$ cat config.mk
export PLATFORM = sky130hd
export DESIGN_NAME = ram_write_driver_flat
export DESIGN_NICKNAME = d
export VERILOG_FILES = /design/src/rtl/nn_pkg.sv /design/src/rtl/ram_write_driver_if.sv /design/src/rtl/ram_write_driver.sv /design/src/flat_wrapper.sv
export SDC_FILE = /design/constraint.sdc
export NUM_CORES = 1
export LEC_CHECK = 0
export BUFFER_PORTS_ARGS = -buffer_cell sky130_fd_sc_hd__buf_4
export CORE_MARGIN = 2
export CORE_UTILIZATION = 40
export DETAILED_ROUTE_END_ITERATION = 16
export HOLD_SLACK_MARGIN = 0.1
export PLACE_DENSITY_LB_ADDON = 0.12
export SYNTH_ARGS = -nofsm -noshare
export SYNTH_HDL_FRONTEND = slang
export SYNTH_SLANG_ARGS = --single-unit
$ cat constraint.sdc
create_clock -name clk -period 3.9 [get_ports clk]
set_input_delay 1.17 -clock clk [delete_from_list [all_inputs] [get_ports clk]]
set_output_delay 1.17 -clock clk [all_outputs]
set_load 0.005 [all_outputs]
$ cat src/rtl/nn_pkg.sv
// Shared definitions for the neural layer datapath: default sizes, the
// write-back sequencer state encoding and a reusable ReLU helper.
package nn_pkg;

  localparam int NUM_UNITS_D    = 4;
  localparam int DATA_W_D       = 16;
  localparam int ADDR_W_D       = 32;
  localparam int LAYER_STRIDE_D = 8;

  typedef enum logic [2:0] {
    S_IDLE    = 3'd0,
    S_SELECT  = 3'd1,
    S_CAPTURE = 3'd2,
    S_WRITE   = 3'd3,
    S_STALL   = 3'd4,
    S_DONE    = 3'd5
  } wr_state_e;

  // Clamp negative two's-complement values to zero.
  function automatic logic [DATA_W_D-1:0] relu(input logic [DATA_W_D-1:0] x);
    return x[DATA_W_D-1] ? '0 : x;
  endfunction

endpackage

$ cat src/rtl/ram_write_driver_if.sv
// Bundle between the write-back sequencer, the unit output mux and the
// shared RAM write port; master is the sequencer side.
interface ram_write_driver_if #(
  parameter int DATA_W = nn_pkg::DATA_W_D,
  parameter int ADDR_W = nn_pkg::ADDR_W_D
) ();

  logic              start;
  logic [1:0]        layer;
  logic [2:0]        unit_sel;
  logic [DATA_W-1:0] unit_data;
  logic [ADDR_W-1:0] RAM_address;
  logic [DATA_W-1:0] RAM_wdata;
  logic              RAM_we;
  logic              busy;
  logic              done;

  modport master (
    input  start, layer, unit_data,
    output unit_sel, RAM_address, RAM_wdata, RAM_we, busy, done
  );

  modport slave (
    output start, layer, unit_data,
    input  unit_sel, RAM_address, RAM_wdata, RAM_we, busy, done
  );

endinterface

$ cat src/rtl/ram_write_driver.sv
// Write-back sequencer: walks every unit output of a layer and writes it to RAM
// at layer*LAYER_STRIDE. Define RAM_WRITE_RELU_EN to apply ReLU on capture.
module ram_write_driver
  import nn_pkg::*;
#(
  parameter int NUM_UNITS    = NUM_UNITS_D,
  parameter int DATA_W       = DATA_W_D,
  parameter int ADDR_W       = ADDR_W_D,
  parameter int LAYER_STRIDE = LAYER_STRIDE_D
) (
  input  logic                clk,
  input  logic                reset,
  ram_write_driver_if.master  bus
);

  wr_state_e         r_state;
  logic [2:0]        r_unit_sel;
  logic [2:0]        r_count;
  logic [ADDR_W-1:0] r_address;
  logic [DATA_W-1:0] r_wdata;
  logic              r_we;
  logic              r_busy;
  logic              r_done;

  logic [ADDR_W-1:0] w_base;
  logic [DATA_W-1:0] w_capture;
  logic              w_last;

  assign w_base = ADDR_W'(bus.layer) * ADDR_W'(LAYER_STRIDE);
  assign w_last = (r_count == 3'(NUM_UNITS - 1));

`ifdef RAM_WRITE_RELU_EN
  assign w_capture = bus.unit_data[DATA_W-1] ? '0 : bus.unit_data;
`else
  assign w_capture = bus.unit_data;
`endif

  // Outputs lag the state by one edge, so the write strobe is visible during STALL.
  always_ff @(posedge clk) begin
    if (reset) begin
      r_state    <= S_IDLE;
      r_unit_sel <= '0;
      r_count    <= '0;
      r_address  <= '0;
      r_wdata    <= '0;
      r_we       <= 1'b0;
      r_busy     <= 1'b0;
      r_done     <= 1'b0;
    end else begin
      case (r_state)
        S_IDLE: begin
          if (bus.start) begin
            r_address  <= w_base;
            r_unit_sel <= '0;
            r_count    <= '0;
            r_busy     <= 1'b1;
            r_state    <= S_SELECT;
          end
        end
        S_SELECT: r_state <= S_CAPTURE;
        S_CAPTURE: begin
          r_wdata <= w_capture;
          r_state <= S_WRITE;
        end
        S_WRITE: begin
          r_we    <= 1'b1;
          r_state <= S_STALL;
        end
        S_STALL: begin
          r_we <= 1'b0;
          if (w_last) begin
            r_done  <= 1'b1;
            r_state <= S_DONE;
          end else begin
            r_unit_sel <= r_unit_sel + 3'd1;
            r_address  <= r_address + ADDR_W'(1);
            r_count    <= r_count + 3'd1;
            r_state    <= S_SELECT;
          end
        end
        S_DONE: begin
          r_done  <= 1'b0;
          r_busy  <= 1'b0;
          r_state <= S_IDLE;
        end
        default: r_state <= S_IDLE;
      endcase
    end
  end

  assign bus.unit_sel    = r_unit_sel;
  assign bus.RAM_address = r_address;
  assign bus.RAM_wdata   = r_wdata;
  assign bus.RAM_we      = r_we;
  assign bus.busy        = r_busy;
  assign bus.done        = r_done;

endmodule

$ cat src/flat_wrapper.sv
// flat-port wrapper written by rule: the top's interface ports become plain ports
module ram_write_driver_flat import nn_pkg::*;
#(
  parameter int NUM_UNITS    = NUM_UNITS_D,
  parameter int DATA_W       = DATA_W_D,
  parameter int ADDR_W       = ADDR_W_D,
  parameter int LAYER_STRIDE = LAYER_STRIDE_D
)
  (clk, reset, bus_start, bus_layer, bus_unit_data, bus_unit_sel, bus_RAM_address, bus_RAM_wdata, bus_RAM_we, bus_busy, bus_done);
  ram_write_driver_if #(.DATA_W(DATA_W), .ADDR_W(ADDR_W)) bus_i ();
  input  logic clk;
  input  logic reset;
  input wire logic [$bits(bus_i.start)-1:0] bus_start;
  input wire logic [$bits(bus_i.layer)-1:0] bus_layer;
  input wire logic [$bits(bus_i.unit_data)-1:0] bus_unit_data;
  output wire logic [$bits(bus_i.unit_sel)-1:0] bus_unit_sel;
  output wire logic [$bits(bus_i.RAM_address)-1:0] bus_RAM_address;
  output wire logic [$bits(bus_i.RAM_wdata)-1:0] bus_RAM_wdata;
  output wire logic [$bits(bus_i.RAM_we)-1:0] bus_RAM_we;
  output wire logic [$bits(bus_i.busy)-1:0] bus_busy;
  output wire logic [$bits(bus_i.done)-1:0] bus_done;
  assign bus_i.start = bus_start;
  assign bus_i.layer = bus_layer;
  assign bus_i.unit_data = bus_unit_data;
  assign bus_unit_sel = bus_i.unit_sel;
  assign bus_RAM_address = bus_i.RAM_address;
  assign bus_RAM_wdata = bus_i.RAM_wdata;
  assign bus_RAM_we = bus_i.RAM_we;
  assign bus_busy = bus_i.busy;
  assign bus_done = bus_i.done;
  ram_write_driver #(.NUM_UNITS(NUM_UNITS), .DATA_W(DATA_W), .ADDR_W(ADDR_W), .LAYER_STRIDE(LAYER_STRIDE)) u_core (.clk(clk), .reset(reset), .bus(bus_i));
endmodule
==> summary.md <==
| Metric | Value |
|---|---|
| GR Overflow Total | `0` |
| Required time of the critical path | `between 4 and 5 ns` |
| CTS tree | `done` |
| Worst path arrival time | `about 2.8 ns` |
| Most frequent cells in the layout | `buf_4 (74), dfxtp_1 (60), nand2_1 (52)` |
| Most common cell after layout, fill and taps aside | `buf_4` |
| CP Launch Point | `bus_start` |
| Placer congestion estimate | `between 0.7 and 0.8` |
| Share of Yosys cell area claimed by the top area cell type | `0.432` |
| RR Endpoint | `u_core.bus.RAM_address[28]` |
| Synth top area cells | `dfxtp_1 (43%), a21oi_1 (8.8%), nand2_1 (7.0%)` |
| WHS Endpoint | `u_core.bus.RAM_wdata[15]` |
| Largest net degree at the start of global routing | `38` |
| GR Util All Layers | `0.182` |
| Final antenna-violating net count | `0` |
| Startpoint Class | `input port` |
| Final Hold Vio Count | `0` |
| Detailed-route wire length per cell | `around 15 µm` |
| Yosys warning total | `0` |
| Sequential area share after synthesis | `0.432` |
| Async S/R FF share, synth | `0` |
| Hold WC Path Type | `flop to flop` |
| First-pass GRT wire length | `10900 µm` |
| Setup crit end kind | `flop` |
| Hold wc startpoint | `u_core.bus.RAM_wdata[15]` |
| Synth area leader | `dfxtp_1` |
| Cell Rows | `30` |
| Area of the mapped netlist | `around 2800 µm²` |
| Vias | `roughly 2700` |
| Reg2reg path depth | `6` |
| DR iter-0 viols | `180` |
| Worst reg2reg startpoint | `u_core.r_count[0]` |
| RSZ-0062 raised after global routing | `no` |
| Diodes inserted | `0` |
| CP Class | `input port to flop` |
| Die Wd | `approximately 90 µm` |
| H-tree depth | `3` |
| Power Total | `1.26 mW` |
| Area grow syn2layout | `26.7%` |
| Number of synthesized flops with an enable pin | `0` |
| Worst-path clk slew | `approximately 0.07 ns` |
| Post-Route WL | `roughly 7000 µm` |
| Status | `completed` |
| Post-Syn Nets | `around 360` |
| Cell count after synthesis | `between 300 and 400` |
| Crit-path cells | `buf_4 -> and2b_1 -> o2111ai_2 -> or4_1 -> a21oi_1` |
| Clk root buf | `clkbuf_8` |
| Critical Path Fanout Max | `24` |
| Cell area power density | `about 360 nW/µm²` |
| I/O pin count | `75` |
| Period utilization | `0.647` |
| Reg-to-reg setup timing slack | `roughly 1.4 ns` |
| Die Ht | `87.4 µm` |
| Final #Nets | `~430` |
| Share of layout cells above drive strength 1 | `0.237` |
| # DRC | `0` |
| Slew Viols, Final | `0` |
| Maximum vdd ir drop | `between 0.0002 and 0.00025 V` |
| Most common flop cell mapped by yosys | `dfxtp_1` |
| Clock skew | `between 0.008 and 0.009 ns` |
| Core ar. | `roughly 6800 µm²` |
| Mean Syn Cell Area | `8.33 µm²` |
| Resize count post-CTS | `0` |
| Netlist cell types | `49` |
| PortBufs | `between 70 and 80` |
| Hold-fix buffers at CTS | `0` |
| Max incr delay on CP | `approximately 0.66 ns` |
| Initial Util | `0.412` |
| 1st-pass router iterations | `5` |
| Seq cells post-synth | `60` |
| Fin crit period | `about 2.5 ns` |
| Worst skew pair latency | `around 0.33 ns` |
| Leakage power | `about 1.3 nW` |
| Max-cap violations | `0` |
| Max Fclk | `just under 400 MHz` |
| Final setup violation count | `0` |
| DP HPWL | `roughly 4800 µm` |
| Post-CTS setup buffers | `0` |
| Vias in the first global route | `around 2200` |
| Area of the die | `between 7000 and 8000 µm²` |
| CTS Sinks | `60` |
| Final setup TNS | `0 ns` |
| Worst-margin pin slew | `between 0.9 and 1 ns` |
| Cell at the slowest stage of the critical path | `or4_1` |
| Hold depth | `2` |
| Slew margin rel. | `0.331` |
| CTS Buf Count | `9` |
| CTS Buffer Depth | `2` |
| Via density per instance | `5.64` |
| Initial antenna violation count | `0` |
registers in the layout, summed over array words and instances (netlist names):
register / flops
u_core.bus.RAM_wdata: 16
u_core.r_state: 3
u_core.bus.RAM_we: 1
u_core.bus.RAM_address: 32
u_core.bus.done: 1
u_core.bus.busy: 1
u_core.bus.unit_sel: 3
u_core.r_count: 3
per-stage QoR:
| step | worst slack, ns | utilization | hold WS [ns] | instances | area, µm² |
|---|---|---|---|---|---|
| floorplan | 1.51 | - | 0.436 | 334 | 2780 |
| global placement | 1.09 | 0.498 | 0.442 | 469 | 3360 |
| detailed placement | 1.06 | 0.498 | 0.448 | 469 | 3360 |
| CTS | 1.40 | 0.522 | 0.457 | 485 | 3520 |
| global route | 1.20 | 0.522 | 0.474 | 485 | 3520 |
| finish | 1.38 | 0.522 | 0.454 | 485 | 3520 |
layer usage:
layer | share of wire | wire (µm) | up-vias | track usage
met5 | 0 | 0 | - | 0
met4 | 0.0062 | 44 | 0 | 0.0643
met3 | 0.076 | 534 | 4 | 0.0569
met2 | 0.46 | 3220 | 89 | 0.260
met1 | 0.46 | 3250 | 1261 | 0.256
li1 | - | - | 1383 | -
synthesized netlist by cell type, drive strengths merged (2+ instances only):
cell	count
clkbuf	11
mux2i	2
and4	6
nor3b	3
o41ai	3
o311ai	3
inv	5
a21oi	50
a31oi	2
o211ai	3
nor2	11
or3	14
o21ai	10
ha	4
nand3	14
and2b	2
dfxtp	60
o31ai	15
or2	2
and3	2
o21a	2
nand4	8
or4	17
and2	2
nand2	52
nor3	6
a2111oi	2
o2111ai	2
xnor2	2
buf	8
nand2b	2
worst max-delay path by stage:
| stage | to | slack [ns] |
|---|---|---|
| after global placement | u_core.bus.RAM_address[31] | 1.09 |
| after CTS | u_core.bus.RAM_address[28] | 1.40 |
| after floorplan | u_core.bus.RAM_address[19] | 1.51 |
| after detailed placement | u_core.bus.RAM_address[28] | 1.06 |
| after global routing | u_core.bus.RAM_address[31] | 1.20 |
| final | u_core.bus.RAM_address[28] | 1.38 |
kinds of logic after synthesis:
kind of cell | Yosys count | share of synthesized area
AND/OR/NAND/NOR | 146 | 0.287
AO/OA/AOI/OAI | 95 | 0.211
flip-flops | 60 | 0.432
buffers and inverters | 24 | 0.0355
adder cells (fa/ha/maj) | 4 | 0.0180
XOR/XNOR | 3 | 0.00945
multiplexers | 2 | 0.00720
final cells by class:
type                    instances  area, µm²
multi-input cells             250       1490
repair buffers                 74        556
clock inverters                 2       10.0
flip-flops and latches         60       1200
inverters                       5       18.8
clock buffers                  14        153
well taps                      80        100
fillers                       657       3230
power breakdown:
| group | leakage [nW] | switching [mW] | internal, mW | total [mW] |
|---|---|---|---|---|
| Sequential | 0.485 | 0.0214 | 0.631 | 0.653 |
| Clock | 0.0844 | 0.228 | 0.247 | 0.475 |
| Combinational | 0.703 | 0.0714 | 0.0560 | 0.127 |
| Total | 1.27 | 0.321 | 0.934 | 1.26 |
worst max-delay path, delay by kind of cell:
family / cells / cell delay, ns
buffers and inverters: 1 / 0.11
AO/OA/AOI/OAI: 2 / 0.60
AND/OR/NAND/NOR: 2 / 0.90
Note: power is estimated with default switching activity, not from simulation.
